==> src/rtl/id_ex_stage_if.sv <==
// Decode-to-execute stage bus: decode handshake, forwarding sources and the
// execute-side handshake, bundled with master (decode/execute side) and slave (stage) views.
interface id_ex_stage_if #(
    parameter int DATA_W = 24,
    parameter int ADDR_W = 4,
    parameter int CTRL_W = 8
) ();
    // Handshake: a transfer happens on a rising edge where valid && ready are both 1.
    // A producer holds valid and its payload stable until the transfer; ready may
    // depend combinationally on the consumer-side ready but never on valid.
    logic              in_valid;
    logic              in_ready;
    logic [CTRL_W-1:0] in_ctrl;
    logic [ADDR_W-1:0] in_rs1;
    logic [ADDR_W-1:0] in_rs2;
    logic [ADDR_W-1:0] in_rd;
    logic [DATA_W-1:0] in_rd1;
    logic [DATA_W-1:0] in_rd2;
    logic [DATA_W-1:0] in_imm;
    logic              flush;
    logic              exm_we;
    logic [ADDR_W-1:0] exm_rd;
    logic [DATA_W-1:0] exm_data;
    logic              wb_we;
    logic [ADDR_W-1:0] wb_rd;
    logic [DATA_W-1:0] wb_data;
    logic              out_valid;
    logic              out_ready;
    logic [CTRL_W-1:0] out_ctrl;
    logic [ADDR_W-1:0] out_rd;
    logic [DATA_W-1:0] out_op1;
    logic [DATA_W-1:0] out_op2;
    logic [DATA_W-1:0] out_imm;

    modport master (
        output in_valid, in_ctrl, in_rs1, in_rs2, in_rd, in_rd1, in_rd2, in_imm,
        output flush, exm_we, exm_rd, exm_data, wb_we, wb_rd, wb_data, out_ready,
        input  in_ready, out_valid, out_ctrl, out_rd, out_op1, out_op2, out_imm
    );

    modport slave (
        input  in_valid, in_ctrl, in_rs1, in_rs2, in_rd, in_rd1, in_rd2, in_imm,
        input  flush, exm_we, exm_rd, exm_data, wb_we, wb_rd, wb_data, out_ready,
        output in_ready, out_valid, out_ctrl, out_rd, out_op1, out_op2, out_imm
    );
endinterface

==> src/rtl/id_ex_stage.sv <==
// ID/EX pipeline register with valid/ready handshake, flush, and RAW forwarding.
// Define FORWARDING_EN to enable the EX/MEM + MEM/WB forwarding mux and hold-snoop.
module id_ex_stage #(
    parameter int DATA_W = 24,
    parameter int ADDR_W = 4,
    parameter int CTRL_W = 8
) (
    input logic          clk,
    input logic          rst,
    id_ex_stage_if.slave bus
);
    logic              r_valid;
    logic [CTRL_W-1:0] r_ctrl;
    logic [ADDR_W-1:0] r_rd;
    logic [DATA_W-1:0] r_op1;
    logic [DATA_W-1:0] r_op2;
    logic [DATA_W-1:0] r_imm;

    logic              w_in_ready;
    logic              w_load;
    logic              w_hold;
    logic [DATA_W-1:0] w_op1;
    logic [DATA_W-1:0] w_op2;

    // Ready is forced low under reset so decode cannot believe a transfer happened.
    assign w_in_ready = rst & (~r_valid | bus.out_ready);
    assign w_load     = bus.in_valid & w_in_ready & ~bus.flush;
    assign w_hold     = r_valid & ~bus.out_ready;

`ifdef FORWARDING_EN
    logic [ADDR_W-1:0] r_rs1;
    logic [ADDR_W-1:0] r_rs2;

    // Register 0 reads as zero; a matching source compares nonzero, so rd=0 writes never forward.
    function automatic logic [DATA_W-1:0] sel_operand(
        input logic [ADDR_W-1:0] rs,
        input logic [DATA_W-1:0] rf_data
    );
        if (rs == '0)
            return '0;
        else if (bus.exm_we && (bus.exm_rd == rs))
            return bus.exm_data;
        else if (bus.wb_we && (bus.wb_rd == rs))
            return bus.wb_data;
        else
            return rf_data;
    endfunction

    assign w_op1 = sel_operand(bus.in_rs1, bus.in_rd1);
    assign w_op2 = sel_operand(bus.in_rs2, bus.in_rd2);

    always_ff @(posedge clk or negedge rst) begin
        if (!rst) begin
            r_rs1 <= '0;
            r_rs2 <= '0;
        end else if (w_load) begin
            r_rs1 <= bus.in_rs1;
            r_rs2 <= bus.in_rs2;
        end
    end
`else
    logic w_unused_fwd;

    assign w_op1 = (bus.in_rs1 == '0) ? '0 : bus.in_rd1;
    assign w_op2 = (bus.in_rs2 == '0) ? '0 : bus.in_rd2;
    assign w_unused_fwd = ^{bus.exm_we, bus.exm_rd, bus.exm_data,
                            bus.wb_we, bus.wb_rd, bus.wb_data, w_hold};
`endif

    always_ff @(posedge clk or negedge rst) begin
        if (!rst) begin
            r_valid <= 1'b0;
            r_ctrl  <= '0;
            r_rd    <= '0;
            r_op1   <= '0;
            r_op2   <= '0;
            r_imm   <= '0;
        end else if (bus.flush) begin
            r_valid <= 1'b0;
        end else if (w_load) begin
            r_valid <= 1'b1;
            r_ctrl  <= bus.in_ctrl;
            r_rd    <= bus.in_rd;
            r_op1   <= w_op1;
            r_op2   <= w_op2;
            r_imm   <= bus.in_imm;
        end else if (r_valid && bus.out_ready) begin
            r_valid <= 1'b0;
`ifdef FORWARDING_EN
        end else if (w_hold && bus.wb_we && (bus.wb_rd != '0)) begin
            // A stalled instruction would otherwise miss a writeback that retires under it.
            if (bus.wb_rd == r_rs1) r_op1 <= bus.wb_data;
            if (bus.wb_rd == r_rs2) r_op2 <= bus.wb_data;
`endif
        end
    end

    assign bus.in_ready  = w_in_ready;
    assign bus.out_valid = r_valid;
    assign bus.out_ctrl  = r_ctrl;
    assign bus.out_rd    = r_rd;
    assign bus.out_op1   = r_op1;
    assign bus.out_op2   = r_op2;
    assign bus.out_imm   = r_imm;
endmodule

==> src/flat_wrapper.sv <==
// flat-port wrapper written by rule: the top's interface ports become plain ports
module id_ex_stage_flat 
#(
    parameter int DATA_W = 24,
    parameter int ADDR_W = 4,
    parameter int CTRL_W = 8
)
  (clk, rst, bus_in_valid, bus_in_ctrl, bus_in_rs1, bus_in_rs2, bus_in_rd, bus_in_rd1, bus_in_rd2, bus_in_imm, bus_flush, bus_exm_we, bus_exm_rd, bus_exm_data, bus_wb_we, bus_wb_rd, bus_wb_data, bus_out_ready, bus_in_ready, bus_out_valid, bus_out_ctrl, bus_out_rd, bus_out_op1, bus_out_op2, bus_out_imm);
  id_ex_stage_if #(.DATA_W(DATA_W), .ADDR_W(ADDR_W), .CTRL_W(CTRL_W)) bus_i ();
  input logic clk;
  input logic rst;
  input wire logic [$bits(bus_i.in_valid)-1:0] bus_in_valid;
  input wire logic [$bits(bus_i.in_ctrl)-1:0] bus_in_ctrl;
  input wire logic [$bits(bus_i.in_rs1)-1:0] bus_in_rs1;
  input wire logic [$bits(bus_i.in_rs2)-1:0] bus_in_rs2;
  input wire logic [$bits(bus_i.in_rd)-1:0] bus_in_rd;
  input wire logic [$bits(bus_i.in_rd1)-1:0] bus_in_rd1;
  input wire logic [$bits(bus_i.in_rd2)-1:0] bus_in_rd2;
  input wire logic [$bits(bus_i.in_imm)-1:0] bus_in_imm;
  input wire logic [$bits(bus_i.flush)-1:0] bus_flush;
  input wire logic [$bits(bus_i.exm_we)-1:0] bus_exm_we;
  input wire logic [$bits(bus_i.exm_rd)-1:0] bus_exm_rd;
  input wire logic [$bits(bus_i.exm_data)-1:0] bus_exm_data;
  input wire logic [$bits(bus_i.wb_we)-1:0] bus_wb_we;
  input wire logic [$bits(bus_i.wb_rd)-1:0] bus_wb_rd;
  input wire logic [$bits(bus_i.wb_data)-1:0] bus_wb_data;
  input wire logic [$bits(bus_i.out_ready)-1:0] bus_out_ready;
  output wire logic [$bits(bus_i.in_ready)-1:0] bus_in_ready;
  output wire logic [$bits(bus_i.out_valid)-1:0] bus_out_valid;
  output wire logic [$bits(bus_i.out_ctrl)-1:0] bus_out_ctrl;
  output wire logic [$bits(bus_i.out_rd)-1:0] bus_out_rd;
  output wire logic [$bits(bus_i.out_op1)-1:0] bus_out_op1;
  output wire logic [$bits(bus_i.out_op2)-1:0] bus_out_op2;
  output wire logic [$bits(bus_i.out_imm)-1:0] bus_out_imm;
  assign bus_i.in_valid = bus_in_valid;
  assign bus_i.in_ctrl = bus_in_ctrl;
  assign bus_i.in_rs1 = bus_in_rs1;
  assign bus_i.in_rs2 = bus_in_rs2;
  assign bus_i.in_rd = bus_in_rd;
  assign bus_i.in_rd1 = bus_in_rd1;
  assign bus_i.in_rd2 = bus_in_rd2;
  assign bus_i.in_imm = bus_in_imm;
  assign bus_i.flush = bus_flush;
  assign bus_i.exm_we = bus_exm_we;
  assign bus_i.exm_rd = bus_exm_rd;
  assign bus_i.exm_data = bus_exm_data;
  assign bus_i.wb_we = bus_wb_we;
  assign bus_i.wb_rd = bus_wb_rd;
  assign bus_i.wb_data = bus_wb_data;
  assign bus_i.out_ready = bus_out_ready;
  assign bus_in_ready = bus_i.in_ready;
  assign bus_out_valid = bus_i.out_valid;
  assign bus_out_ctrl = bus_i.out_ctrl;
  assign bus_out_rd = bus_i.out_rd;
  assign bus_out_op1 = bus_i.out_op1;
  assign bus_out_op2 = bus_i.out_op2;
  assign bus_out_imm = bus_i.out_imm;
  id_ex_stage #(.DATA_W(DATA_W), .ADDR_W(ADDR_W), .CTRL_W(CTRL_W)) u_core (.clk(clk), .rst(rst), .bus(bus_i));
endmodule
==> config.mk <==
export PLATFORM = sky130hd
export DESIGN_NAME = id_ex_stage_flat
export DESIGN_NICKNAME = d
export VERILOG_FILES = /design/src/rtl/id_ex_stage_if.sv /design/src/rtl/id_ex_stage.sv /design/src/flat_wrapper.sv
export SDC_FILE = /design/constraint.sdc
export NUM_CORES = 1
export LEC_CHECK = 0
export BUFFER_PORTS_ARGS = -buffer_cell sky130_fd_sc_hd__buf_2
export CAP_MARGIN = 20
export CORE_UTILIZATION = 40
export DETAILED_ROUTE_END_ITERATION = 10
export HOLD_SLACK_MARGIN = 0.1
export PLACE_DENSITY = 0.75
export SYNTH_ARGS = -nofsm -noshare
export SYNTH_HDL_FRONTEND = slang
export SYNTH_SLANG_ARGS = --single-unit
==> constraint.sdc <==
create_clock -name clk -period 1.9 [get_ports clk]
set_clock_uncertainty 0.2 [all_clocks]
set_input_delay 0.285 -clock clk [delete_from_list [all_inputs] [get_ports clk]]
set_output_delay 0.285 -clock clk [all_outputs]
set_load 0.02 [all_outputs]
After elaboration in Yosys (flattened, before gate mapping)
Cells that the tools add are included.
W data, S select, Z words.
- multiplexer cells: 5
- reductions and logical operators: 5
- bitwise gates (word level): 6
- operators with widths (kind ; count):
    $mux W24 ; 2
    $logic_not A4 Y1 ; 2
    $and A1 B1 Y1 ; 3
    $mux W1 ; 3
    $reduce_bool A3 Y1 ; 1
    $not A1 Y1 ; 2
    $reduce_and A2 Y1 ; 1
    $logic_and A1 B1 Y1 ; 1
    $or A1 B1 Y1 ; 1
- input bits: 155
- register bits: 85

Logic depth before layout (Yosys ltp)
Gate-level depths: netlist of the first run.
- depth in word-level cells: 7
- mapped depth: 5

Worst setup path after synthesis of the first run
No wires, ideal clock.
- kind: register -> register
- from: reg u_core.r_valid (netlist: u_core.bus.out_valid)
- to: reg u_core.r_imm[7] (netlist: u_core.bus.out_imm[7])
- data required time: 1575 ps
- path buffers: 2
- arrival: 1320 ps
- path slack: 255 ps
- period minus slack after synthesis: 1645 ps
- cell stages (with the launch flop): 6
- cell sequence: dfrtp_1 -> nand2b_1 -> nand4b_1 -> buf_4 -> buf_6 -> mux2_4
- cells in the longest elaborated chain, start to end: 6
- ends and longest elaborated chain (item ; line ; text):
    from (decl) ; id_ex_stage.sv:12 ; logic r_valid;
    from (signal assigned) ; id_ex_stage.sv:72 ; r_valid <= 1'b0;
    from (signal assigned) ; id_ex_stage.sv:79 ; r_valid <= 1'b0;
    from (signal assigned) ; id_ex_stage.sv:81 ; r_valid <= 1'b1;
    $not A1 Y1 ; id_ex_stage.sv:26 ; assign w_in_ready = rst & (~r_valid | bus.out_ready);
    $or A1 B1 Y1 ; id_ex_stage.sv:26 ;
    $and A1 B1 Y1 ; id_ex_stage.sv:26 ;
    $and A1 B1 Y1 (2 in series) ; id_ex_stage.sv:27 ; assign w_load = bus.in_valid & w_in_ready & ~bus.flush;
    $reduce_and A2 Y1 (no source line) ; - ;
    to (signal assigned) ; id_ex_stage.sv:86 ; r_imm <= bus.in_imm;
    to (decl) ; id_ex_stage.sv:17 ; logic [DATA_W-1:0] r_imm;
No other way between the ends.
A chain may end at the register's enable or synchronous reset.

Final worst setup path of the first run
- from: in rst
- to: reg u_core.r_op1[8] (netlist: u_core.bus.out_op1[8])
- cells in the longest elaborated chain, start to end: 4
- ends and longest elaborated chain (item ; line ; text):
    from (decl) ; flat_wrapper.sv:11 ; input logic rst;
    $and A1 B1 Y1 ; id_ex_stage.sv:26 ;
    $and A1 B1 Y1 (2 in series) ; id_ex_stage.sv:27 ;
    $reduce_and A2 Y1 (no source line) ; - ;
    to (signal assigned) ; id_ex_stage.sv:84 ; r_op1 <= w_op1;
    to (decl) ; id_ex_stage.sv:15 ; logic [DATA_W-1:0] r_op1;
No other way between the ends.

==> results of run 1 <==
==> registers in the layout, summed over array words and instances, names as in the netlist <==
register	cells
u_core.bus.out_imm	24
u_core.bus.out_rd	4
u_core.bus.out_ctrl	8
u_core.bus.out_op1	24
u_core.bus.out_op2	24
u_core.bus.out_valid	1
==> synth_stat cells (all sizes together) <==
cell type  number  share of area (%)
nand2          48                5.1
o21ai           1               0.14
nand4b          1               0.25
nand2b          1               0.18
mux2i          48                 14
dfrtp          85                 60
mux2           36                 12
and2            1               0.18
or4             2               0.42
inv            48                5.1
buf            15                3.4
==> kinds of logic (layout without fill, tap and decap cells) <==
group / count (synthesis) / count (layout) / share of synthesized area (%)
buffers and inverters: 63 / 346 / 8.45
multiplexers: 84 / 84 / 25.2
flip-flops: 85 / 85 / 60.1
AND/OR/NAND/NOR: 53 / 53 / 6.12
AO/OA/AOI/OAI: 1 / 1 / 0.141
==> layer usage <==
layer  share of wire (%)  up-vias  routed length [um]  global-route usage (%)
li1                    -     1457                   -                       -
met1                  39     1492                3840                    23.8
met2                  51      160                5040                    39.1
met3                 8.1       27                 799                    6.48
met4                 2.4        0                 239                    9.20
met5                   0        -                   0                       0
==> tightest hold or removal path, stage by stage <==
cell     delay (ns)
buf_2          0.07
or4_1          0.18
nand2_1        0.07
mux2i_1        0.10
==> repair_timing <==
action	CTS	global route
endpoints found under the hold margin	127	0
hold buffers	87	0
buffers inserted	0	2
gates resized for setup	0	2
setup endpoints to repair	0	68
==> how the worst max path moves through the flow <==
stage,depth (start not counted),end,slack [ns],start
after floorplan,5,u_core.bus.out_imm[7],0.25,u_core.bus.out_valid
after global placement,5,u_core.bus.out_imm[5],0.13,bus_out_ready
after detailed placement,6,u_core.bus.out_op2[19],0.12,bus_out_ready
after CTS,6,u_core.bus.out_op2[19],0.002,bus_flush
after global routing,7,u_core.bus.out_op1[3],0.03,rst
final,7,u_core.bus.out_op1[8],0.08,rst
==> power breakdown <==
| part | internal, mW | switching [mW] | total, mW | leakage [nW] |
|---|---|---|---|---|
| logic | 0.721 | 0.972 | 1.69 | 2.22 |
| clock network | 0.511 | 0.632 | 1.14 | 0.0815 |
| registers | 2.19 | 0.202 | 2.39 | 0.997 |
| total | 3.42 | 1.81 | 5.22 | 3.30 |
==> cell type report <==
class	count	area [um^2]
timing repair buffer	282	1930
inverter	48	180
sequential	85	2130
clock inverter	5	36.3
tap	105	131
multi-input combinational	138	1110
clock buffer	11	141
fill	629	2720
==> per-stage QoR <==
step	instances	utilization [%]	setup slack, ns
finish	674	67.5	0.0760
global placement	568	54.6	0.129
detailed placement	568	54.6	0.115
global route	674	67.5	0.0321
CTS	671	67.1	0.00185
floorplan	286	-	0.255
==> flow_metrics.py, run 1 <==
metrics = {
    "sta": {
        "period_minus_slack_ns": 1.82,
        "max_slew.worst_pin.slew_ns": 0.524,
        "fin_crit_sh_pct": 96.0,
        "timing.fmax_mhz": 548,
        "report.final.hold_viol_count": 0,
        "setup_viol": 0,
        "tns_ns": 0,
        "timing.hold.ws_ns": 0.215,
        "rsz0062_at_grt": "false",
        "slew-limit-headroom_pct": 65.1,
        "maxSlewViolCount": 0,
    },
    "synthesis": {
        "ys_warn_count": 0,
        "syn-instance-count": 286,
        "avgSynthCellArea_um2": 12.4,
        "synth_seq_area_share_pct": 60.1,
        "synth_nets": 441,
        "ys_ff_latch": 85,
        "synth.distinct_cells": 14,
        "netlist_area_um2": 3540,
    },
    "finish": {
        "layout_commonest_cell": "buf_2",
        "area_growth_pct": 60.0,
        "layout_common_cells": "181 x buf_2, 87 x dlygate4sd3_1, 85 x dfrtp_1",
        "drive_gt1_share_pct": 43.2,
        "num_antenna_cells": 0,
        "stdcell_area_um2": 5660,
        "fin_nets": 719,
    },
    "critical_path": {
        "r2r_start": "u_core.bus.out_valid",
        "crit_top_cell": "buf_4",
        "path_class": "input pin to flip-flop",
        "r2r_cells": 6,
        "cp_slowest_stage_delay_ns": 0.55,
        "critPathLaunchType": "input pin",
        "cp_slowest_cell": "dlygate4sd3_1",
        "cp.arrival_ns": 1.88,
        "cp-end-kind": "flip-flop",
        "critical_path_buf_inv_count": 5,
        "critPathMaxFanout": 27,
        "crit_chain": "dlygate4sd3_1, buf_4, nand4b_1, buf_4, buf_12, buf_4, mux2i_1",
        "rrSetupSlack_ns": 0.29,
        "timing.rr.end": "u_core.bus.out_op1[8]",
        "crit_family": "buffers and inverters",
        "cp.required_ns": 1.96,
    },
    "grt": {
        "antenna_found_initial": 0,
        "grt.overflow.total": 0,
        "first_global_vias": 3198,
        "grt_pass1_wl_mm": 15.0,
        "grt_max_degree": 44,
        "track_usage_pct": 21.8,
    },
    "route": {
        "vias": 3136,
        "via_per_inst": 4.65,
        "antenna_left": 0,
        "drt-pass1-iter-count": 4,
        "first_iter_violations": 101,
        "wirelength_mm": 9.92,
        "routedWlPerCell_um": 14.7,
        "drc_errors": 0,
    },
    "placed_design": {
        "dp_hpwl_mm": 5.83,
        "postPlaceCellArea_um2": 4580,
        "io_buffers": 182,
        "gp_congestion": 0.722,
    },
    "cts": {
        "cts_root_buffer": "clkbuf_8",
        "clock-sinks": 85,
        "cts_max_level": 3,
        "clock_latency_ns": 0.33,
        "cts_buffer_depth": 2,
        "clk_pin_slew_ns": 0.09,
        "cts_tree": "built",
        "numCtsBuffers": 9,
    },
    "hold_path": {
        "worstHoldStart": "bus_in_rs1[2]",
        "holdPathStages": 4,
        "hp-class": "input pin to flip-flop",
        "hold_end": "u_core.bus.out_op1[1]",
    },
    "floorplan": {
        "fp.dieW_um": 96.0,
        "chipHeight_um": 96.0,
        "core_um2": 8380,
        "pin_count": 241,
        "rows": 33,
        "start_util_pct": 42.2,
        "dieArea_um2": 9220,
    },
    "power_and_ir_drop": {
        "ir_worst_vdd_v": 0.000536,
        "p_per_area_nw_per_um2": 923,
        "p_total_mw": 5.22,
        "p_leak_nw": 3.30,
    },
    "outcome": {
        "status": "finished, final reports clean",
    },
    "job": {
        "cap_violations": 0,
    },
}
Power figures use the tool's default switching activity.
==> run 2: changes to the inputs <==
==> constraint.sdc (replaced) <==
create_clock -name clk -period 1.9 [get_ports clk]
set_clock_uncertainty 0.2 [all_clocks]
set_input_delay 0.19 -clock clk [delete_from_list [all_inputs] [get_ports clk]]
set_output_delay 0.19 -clock clk [all_outputs]
set_load 0.02 [all_outputs]
==> flow_metrics.py, run 2 (synthesized netlist as in run 1, its figures left out) <==
metrics = {
    "critical_path": {
        "critPathMaxFanout": 21,
        "critPathLaunchType": "input pin",
        "cp.required_ns": 1.93,
        "cp.arrival_ns": 1.91,
        "cp-end-kind": "flip-flop",
        "path_class": "input pin to flip-flop",
        "rrSetupSlack_ns": 0.20,
        "r2r_start": "u_core.bus.out_valid",
        "r2r_cells": 5,
        "timing.rr.end": "u_core.bus.out_imm[21]",
    },
    "power_and_ir_drop": {
        "power.share.switching_pct": 33.8,
        "p_leak_nw": 3.32,
        "intPower_mw": 3.46,
        "pwr-share-clk_pct": 21.8,
        "ir_worst_vdd_v": 0.000561,
        "power_frac_comb_pct": 32.5,
        "p_per_area_nw_per_um2": 917,
        "power.switching_mw": 1.77,
        "p_total_mw": 5.22,
        "seq_power_share_pct": 45.7,
    },
    "finish": {
        "multiInputGateArea_um2": 1110,
        "seq_area_um2": 2130,
        "fin_nets": 720,
        "stdcell_area_um2": 5690,
        "area_growth_pct": 61.0,
        "num-fill-cells": 597,
        "layout_commonest_cell": "buf_2",
        "drive_gt1_share_pct": 43.0,
        "layout_common_cells": "181 x buf_2, 89 x dlygate4sd3_1, 85 x dfrtp_1",
        "postLayoutCoreUtil_pct": 67.9,
        "num_antenna_cells": 0,
    },
    "route": {
        "via_per_inst": 4.54,
        "drc_errors": 0,
        "wirelength_mm": 9.79,
        "routedWlPerCell_um": 14.5,
        "drt-pass1-iter-count": 4,
        "vias": 3065,
        "antenna_left": 0,
        "first_iter_violations": 98,
    },
    "outcome": {
        "status": "finished, final reports clean",
    },
    "floorplan": {
        "fp.dieW_um": 96.0,
        "core_um2": 8380,
        "dieArea_um2": 9220,
        "start_util_pct": 42.2,
        "pin_count": 241,
        "chipHeight_um": 96.0,
        "rows": 33,
    },
    "grt": {
        "grt.overflow.total": 0,
        "grt_pass1_wl_mm": 14.2,
        "first_global_vias": 3080,
        "track_usage_pct": 20.6,
        "antenna_found_initial": 0,
        "grt_max_degree": 54,
    },
    "placed_design": {
        "postPlaceCellArea_um2": 4530,
        "gp_congestion": 0.714,
        "io_buffers": 182,
        "dp_hpwl_mm": 5.53,
    },
    "sta": {
        "fin_crit_sh_pct": 99.0,
        "maxSlewViolCount": 0,
        "period_minus_slack_ns": 1.88,
        "max_slew.worst_pin.slew_ns": 0.658,
        "timing.fmax_mhz": 531,
        "timing.hold.ws_ns": 0.296,
        "setup_viol": 0,
        "report.final.hold_viol_count": 0,
        "slew-limit-headroom_pct": 56.1,
    },
    "job": {
        "cap_violations": 0,
    },
    "cts": {
        "clock_latency_ns": 0.33,
        "cts_tree": "built",
        "clock-sinks": 85,
        "numCtsBuffers": 9,
        "cts_root_buffer": "clkbuf_8",
        "cts_max_level": 3,
        "cts_buffer_depth": 2,
        "clk_pin_slew_ns": 0.08,
    },
    "hold_path": {
        "hp-class": "input pin to asynchronous set/reset pin",
    },
}
run 2: changes by cell type in the layout (fill, tap and decap cells not counted), sizes merged:
cell         change
buf              -2
clkbuf           +2
dlygate4sd3      +2
clkinv           +1
clkinvlp         -2
run 2: layout make-up:
class | count | share of cell area, %
clock buffer | 12 | 2.72
tap | 105 | 2.31
timing repair buffer | 283 | 34.5
sequential | 85 | 37.4
inverter | 48 | 3.16
multi-input combinational | 138 | 19.5
clock inverter | 4 | 0.396
run 2: layer usage:
metal | GRT usage, % | wire length, um
met1 | 24.6 | 3970
met2 | 34.5 | 4840
met3 | 6.16 | 817
met4 | 8.71 | 165
met5 | 0 | 0
run 2: per-stage QoR:
| stage | setup slack (ns) | TNS [ns] | instances |
|---|---|---|---|
| detailed placement | 0.179 | 0 | 564 |
| CTS | 0.00677 | 0 | 670 |
| global route | -0.0248 | -0.296 | 675 |
| floorplan | 0.255 | 0 | 286 |
| finish | 0.0183 | 0 | 675 |
| global placement | 0.211 | 0 | 564 |
run 2: timing repair:
item                                    4_1_cts  5_1_grt
resized for setup                             0        6
hold endpoints to repair                    117        0
buffers inserted                              0        3
hold buffers                                 90        0
endpoints found under the setup margin        0       34
run 2: power by group through the flow:
stage	Combinational (mW)	Sequential [mW]	Clock (mW)
floorplan	0.415	2.88	0
global placement	1.49	2.38	0
detailed placement	1.52	2.40	0
CTS	1.67	2.37	1.20
global route	1.82	2.43	1.26
finish	1.70	2.38	1.14
run 2: worst max-delay path, stage by stage:
cell,delay [ns]
dlygate4sd3_1,0.53
buf_2,0.11
nand2b_1,0.16
nand4b_1,0.19
buf_4,0.17
clkbuf_16,0.19
mux2_2,0.36
run 2: worst max path at each step:
stage / startpoint / end / slack [ns] / cells after the start
floorplan: u_core.bus.out_valid / u_core.bus.out_imm[7] / 0.25 / 5
global placement: bus_out_ready / u_core.bus.out_imm[0] / 0.21 / 5
detailed placement: bus_out_ready / u_core.bus.out_rd[2] / 0.18 / 5
CTS: bus_out_ready / u_core.bus.out_rd[2] / 0.007 / 6
global route: bus_out_ready / u_core.bus.out_imm[21] / -0.02 / 7
finish: bus_out_ready / u_core.bus.out_imm[21] / 0.02 / 7
